==> src/rtl/seq_serializer.sv <==
// Parallel-in, serial-out shifter feeding the sequence detector; optional even parity bit via SER_PARITY_EN.
// Latency: bit k of a word appears on ser_out k+1 cycles after the accept edge (WIDTH or WIDTH+1 cycles per word).
// Backpressure: in_ready high only in IDLE or the final serial cycle of a word, so back-to-back words are gapless.
module seq_serializer #(
    parameter int WIDTH     = 8,
    parameter int MSB_FIRST = 1,
    parameter bit IDLE_BIT  = 1'b1
) (
    input  logic             clk,
    input  logic             reset,
    input  logic [WIDTH-1:0] in_data,
    input  logic             in_valid,
    output logic             in_ready,
    output logic             ser_out,
    output logic             ser_valid,
    output logic             busy
);

    localparam int CW = $clog2(WIDTH);

`ifdef SER_PARITY_EN
    typedef enum logic [1:0] {
        IDLE   = 2'd0,
        SHIFT  = 2'd1,
        PARITY = 2'd2
    } state_t;
`else
    typedef enum logic [0:0] {
        IDLE  = 1'b0,
        SHIFT = 1'b1
    } state_t;
`endif

    state_t           state_q, state_d;
    logic [WIDTH-1:0] shreg_q, shreg_d;
    logic [CW-1:0]    cnt_q, cnt_d;
    logic             ser_out_q, ser_out_d;
    logic             ser_valid_q, ser_valid_d;
    logic             busy_q, busy_d;
    logic             accept;
`ifdef SER_PARITY_EN
    logic             par_q, par_d;
`endif

    // Ready is a pure decode of state so the upstream sees it before the edge.
    always_comb begin
        in_ready = 1'b0;
        if (reset) begin
            case (state_q)
                IDLE:    in_ready = 1'b1;
`ifdef SER_PARITY_EN
                SHIFT:   in_ready = 1'b0;
                PARITY:  in_ready = 1'b1;
`else
                SHIFT:   in_ready = (cnt_q == '0);
`endif
                default: in_ready = 1'b0;
            endcase
        end
    end

    assign accept = in_valid && in_ready;

    always_comb begin
        state_d = state_q;
        shreg_d = shreg_q;
        cnt_d   = cnt_q;
`ifdef SER_PARITY_EN
        par_d   = par_q;
`endif
        case (state_q)
            IDLE: begin
                if (accept) begin
                    state_d = SHIFT;
                    shreg_d = in_data;
                    cnt_d   = CW'(WIDTH - 1);
`ifdef SER_PARITY_EN
                    par_d   = ^in_data;
`endif
                end
            end
            SHIFT: begin
                shreg_d = (MSB_FIRST != 0) ? (shreg_q << 1) : (shreg_q >> 1);
                if (cnt_q != '0) begin
                    cnt_d = cnt_q - 1'b1;
                end else begin
`ifdef SER_PARITY_EN
                    state_d = PARITY;
`else
                    if (accept) begin
                        shreg_d = in_data;
                        cnt_d   = CW'(WIDTH - 1);
                    end else begin
                        state_d = IDLE;
                    end
`endif
                end
            end
`ifdef SER_PARITY_EN
            PARITY: begin
                if (accept) begin
                    state_d = SHIFT;
                    shreg_d = in_data;
                    cnt_d   = CW'(WIDTH - 1);
                    par_d   = ^in_data;
                end else begin
                    state_d = IDLE;
                end
            end
`endif
            default: state_d = IDLE;
        endcase
    end

    // Serial outputs are registered from the next-state view so they line up with the state they describe.
    always_comb begin
        ser_out_d   = IDLE_BIT;
        ser_valid_d = 1'b0;
        busy_d      = 1'b0;
        case (state_d)
            SHIFT: begin
                ser_out_d   = (MSB_FIRST != 0) ? shreg_d[WIDTH-1] : shreg_d[0];
                ser_valid_d = 1'b1;
                busy_d      = 1'b1;
            end
`ifdef SER_PARITY_EN
            PARITY: begin
                ser_out_d   = par_d;
                ser_valid_d = 1'b1;
                busy_d      = 1'b1;
            end
`endif
            default: begin
                ser_out_d   = IDLE_BIT;
                ser_valid_d = 1'b0;
                busy_d      = 1'b0;
            end
        endcase
    end

    always_ff @(posedge clk or negedge reset) begin
        if (!reset) begin
            state_q     <= IDLE;
            shreg_q     <= '0;
            cnt_q       <= '0;
            ser_out_q   <= IDLE_BIT;
            ser_valid_q <= 1'b0;
            busy_q      <= 1'b0;
        end else begin
            state_q     <= state_d;
            shreg_q     <= shreg_d;
            cnt_q       <= cnt_d;
            ser_out_q   <= ser_out_d;
            ser_valid_q <= ser_valid_d;
            busy_q      <= busy_d;
        end
    end

`ifdef SER_PARITY_EN
    always_ff @(posedge clk or negedge reset) begin
        if (!reset) begin
            par_q <= 1'b0;
        end else begin
            par_q <= par_d;
        end
    end
`endif

    assign ser_out   = ser_out_q;
    assign ser_valid = ser_valid_q;
    assign busy      = busy_q;

endmodule

==> config.mk <==
export PLATFORM = sky130hd
export DESIGN_NAME = seq_serializer
export DESIGN_NICKNAME = d
export VERILOG_FILES = /design/src/rtl/seq_serializer.sv
export SDC_FILE = /design/constraint.sdc
export NUM_CORES = 1
export LEC_CHECK = 0
export CAP_MARGIN = 10
export CELL_PAD_IN_SITES_DETAIL_PLACEMENT = 0
export CELL_PAD_IN_SITES_GLOBAL_PLACEMENT = 1
export CORE_MARGIN = 1
export CORE_UTILIZATION = 44
export CTS_CLUSTER_DIAMETER = 200
export DETAILED_ROUTE_END_ITERATION = 16
export DONT_BUFFER_PORTS = 1
export PLACE_DENSITY_LB_ADDON = 0.1
export SYNTH_ARGS = -nofsm -noshare
export SYNTH_HDL_FRONTEND = slang
export SYNTH_SLANG_ARGS = --single-unit
==> constraint.sdc <==
create_clock -name clk -period 1.45 [get_ports clk]
set_input_delay 0.29 -clock clk [delete_from_list [all_inputs] [get_ports clk]]
set_output_delay 0.29 -clock clk [all_outputs]
set_load 0.005 [all_outputs]
==> flow_summary.json, run 1 <==
{
  "synth_common_cells": "15 x nand2_1, 11 x dfrtp_1, 6 x mux2i_1, 5 x o221ai_1, 4 x inv_1",
  "async_reset_ff_share_pct": 100,
  "fin_tns_setup_ps": 0,
  "avgViaCountPerCell": 5.90,
  "fin_crit_ps": 1440,
  "slew_violations": 0,
  "status": "complete, no violations",
  "core_area_sq_um": 1370,
  "path_cells": "inv_2, ha_4, nand2b_4, nand2_2, and2_4",
  "root_buffer": "clkbuf_4",
  "synth-warning-count": 0,
  "yosys.area.top_type": "dfrtp_1",
  "syn_avg_cell_area_sq_um": 10.2,
  "min_period_over_period_pct": 99.6,
  "worstMarginPinSlew_ps": 557,
  "fp-row-count": 13,
  "io_buffers": 0,
  "syn_inst": 66,
  "maxCapViolations": 0,
  "multi_input_area_sq_um": 337,
  "dpl.hpwl_microns": 892,
  "vias": 519,
  "nNetsFinal": 87,
  "cp_max_fo": 2,
  "n_antenna_cell": 0,
  "final_hold_viol_count": 0,
  "pwr-share-clk_pct": 17.0,
  "die-width_microns": 41.2,
  "crit_arrival_ps": 1150,
  "routedWlPerCell_microns": 15.4,
  "synth_area_sq_um": 676,
  "end_kind": "output port",
  "grt.overflow.total": 0,
  "p_total_mw": 1.58,
  "ant_nets": 0,
  "drive_above_1_share_pct": 27.4,
  "cts_tree": "built",
  "swShare_pct": 35.1,
  "vdd.ir_drop.worst_mv": 0.973,
  "grt_pass1_vias": 466,
  "p_per_area_nw_per_um2": 2050,
  "utilization_pct": 56.4,
  "clock_latency_ps": 270,
  "wirelength_mm": 1.36,
  "ios": 15,
  "skew_ps": 3.74,
  "max_freq_mhz": 693,
  "route.detailed.drc": 0,
  "worstPathRequired_ps": 1160,
  "cp-start-kind": "register",
  "drt_iter0_drc": 12,
  "setup_viol": 0,
  "crit_type": "register to output port",
  "power_switching_uw": 555,
  "hp-class": "primary input to register",
  "antenna_found_initial": 0,
  "synth_top_area_share_pct": 40.7,
  "start_util_pct": 49.5,
  "synth_enable_flop_cells": 0,
  "yosysSeqAreaShare_pct": 44.6,
  "rsz0062_at_grt": "true",
  "netlist_top_cells_area": "dfrtp_1 41%, mux2i_1 8.9%, nand2_1 8.3%, o221ai_1 6.5%, dfstp_2 3.9%",
  "grt_max_degree": 18,
  "synth.most_common_cell": "nand2_1",
  "numClockSinks": 12,
  "p_leak_nw": 0.353,
  "p_int_mw": 1.03,
  "synthFlopType": "dfrtp_1",
  "place.gp.congestion": 0.696,
  "cts_made_buffers": 3,
  "pwr-share-seq_pct": 37.1,
  "syn_to_final_growth_pct": 14.1,
  "cp_slowest_cell": "dfrtp_1",
  "syn_nets": 79,
  "die-area_sq_um": 1700,
  "nFillCells": 133,
  "combPwrFrac_pct": 45.9,
  "clk_path_buf_depth": 2,
  "yosysUniqueCellTypes": 26,
  "ys_ff_latch": 12,
  "slew_headroom_pct": 62.7,
  "clk_pin_slew_worst_paths_ps": 80,
  "cts_max_level": 1,
  "grt_pass1_wl_mm": 2.07,
  "track_usage_pct": 19.8,
  "seq_area_sq_um": 302,
  "chipHeight_microns": 41.2,
  "first_pass_iters": 4,
  "max_stage_delay_ps": 400
}
-- per-layer routing --
metal | track usage (%) | share of wire [%]
met1 | 24.4 | 43
met2 | 30.9 | 50
met3 | 6.52 | 4.9
met4 | 9.68 | 2.3
met5 | 0 | 0
-- worst max-delay path: cells and delay by family (launching register included) --
family | cells | cell delay, ps
adders and majority gates | 1 | 150
buffers and inverters | 1 | 90
and+or+nand+nor | 3 | 250
DFF | 1 | 400
-- power by group through the flow --
| stage | combinational, mW | clock, mW | sequential, mW |
|---|---|---|---|
| 6_report | 0.725 | 0.270 | 0.586 |
| 5_1_grt | 0.807 | 0.292 | 0.607 |
| 4_1_cts | 0.700 | 0.281 | 0.587 |
| 3_5_place_dp | 0.574 | 0 | 0.588 |
| 3_3_place_gp | 0.562 | 0 | 0.583 |
| 2_1_floorplan | 0.488 | 0 | 0.560 |
-- worst paths after layout --
path                             from          to  slack, ps  cells after the start
hold / removal             in_data[7]     ser_out        100                      2
hold reg to reg            shreg_q[6]     ser_out        520                      1
min in group asynchronous       reset    cnt_q[1]        440                      1
setup reg to reg             cnt_q[0]  shreg_q[2]        120                      5
setup / recovery             cnt_q[0]    in_ready          6                      5
max in group asynchronous       reset     ser_out        640                      1
-- logic make-up (layout without fill, tap and decap cells) --
family | count (synthesis) | in the layout | synth area share [%]
adder cells (fa/ha/maj) | 2 | 2 | 3.70
buffers and inverters | 9 | 16 | 7.96
AO/OA/AOI/OAI | 15 | 15 | 17.6
flip-flops | 12 | 12 | 44.6
AND/OR/NAND/NOR | 22 | 22 | 17.2
multiplexers | 6 | 6 | 8.89
-- layout by cell type, fill, tap and decap left out, drive strengths merged, types with 2 or more instances in the layout --
| master | synthesis | layout |
|---|---|---|
| ha | 2 | 2 |
| and2 | 2 | 2 |
| a21oi | 2 | 2 |
| inv | 4 | 4 |
| a31oi | 2 | 2 |
| o221ai | 6 | 6 |
| nand2 | 15 | 15 |
| clkbuf | 1 | 4 |
| buf | 4 | 7 |
| mux2i | 6 | 6 |
| dfrtp | 11 | 11 |
-- cell type report --
class / instances / share of cell area, %
Timing Repair Buffer: 8 / 8.12
Sequential cell: 12 / 39.1
Multi-Input combinational cell: 45 / 43.7
Tap cell: 15 / 2.44
Inverter: 4 / 1.95
Clock buffer: 4 / 4.71
-- flip-flops by register name, summed over array words and instances, names as in the netlist --
name     cells
shreg_q      7
cnt_q        3
busy         1
ser_out      1
-- through the flow --
step,setup slack [ps],instances,instance area [sq um],hold slack [ps]
2_1_floorplan,145,66,676,-5.59
3_3_place_gp,118,78,671,-5.30
3_5_place_dp,81.0,78,671,-5.28
4_1_cts,-7.80,87,763,92.4
5_1_grt,-45.4,88,771,106
6_report,5.96,88,771,104
-- timing repair --
action	CTS	global route
buffers inserted	4	1
resized for setup	6	0
hold buffers	1	0
endpoints found under the setup margin	1	1
pin swaps	2	0
hold endpoints to repair	12	0
Note: power is estimated with default switching activity, not from simulation.
==> inputs of run 2 (changes only) <==
- RECOVER_POWER: unset -> 100
==> results of run 2 <==
No change in the layout: final DEF, timing and power equal those of run 1.
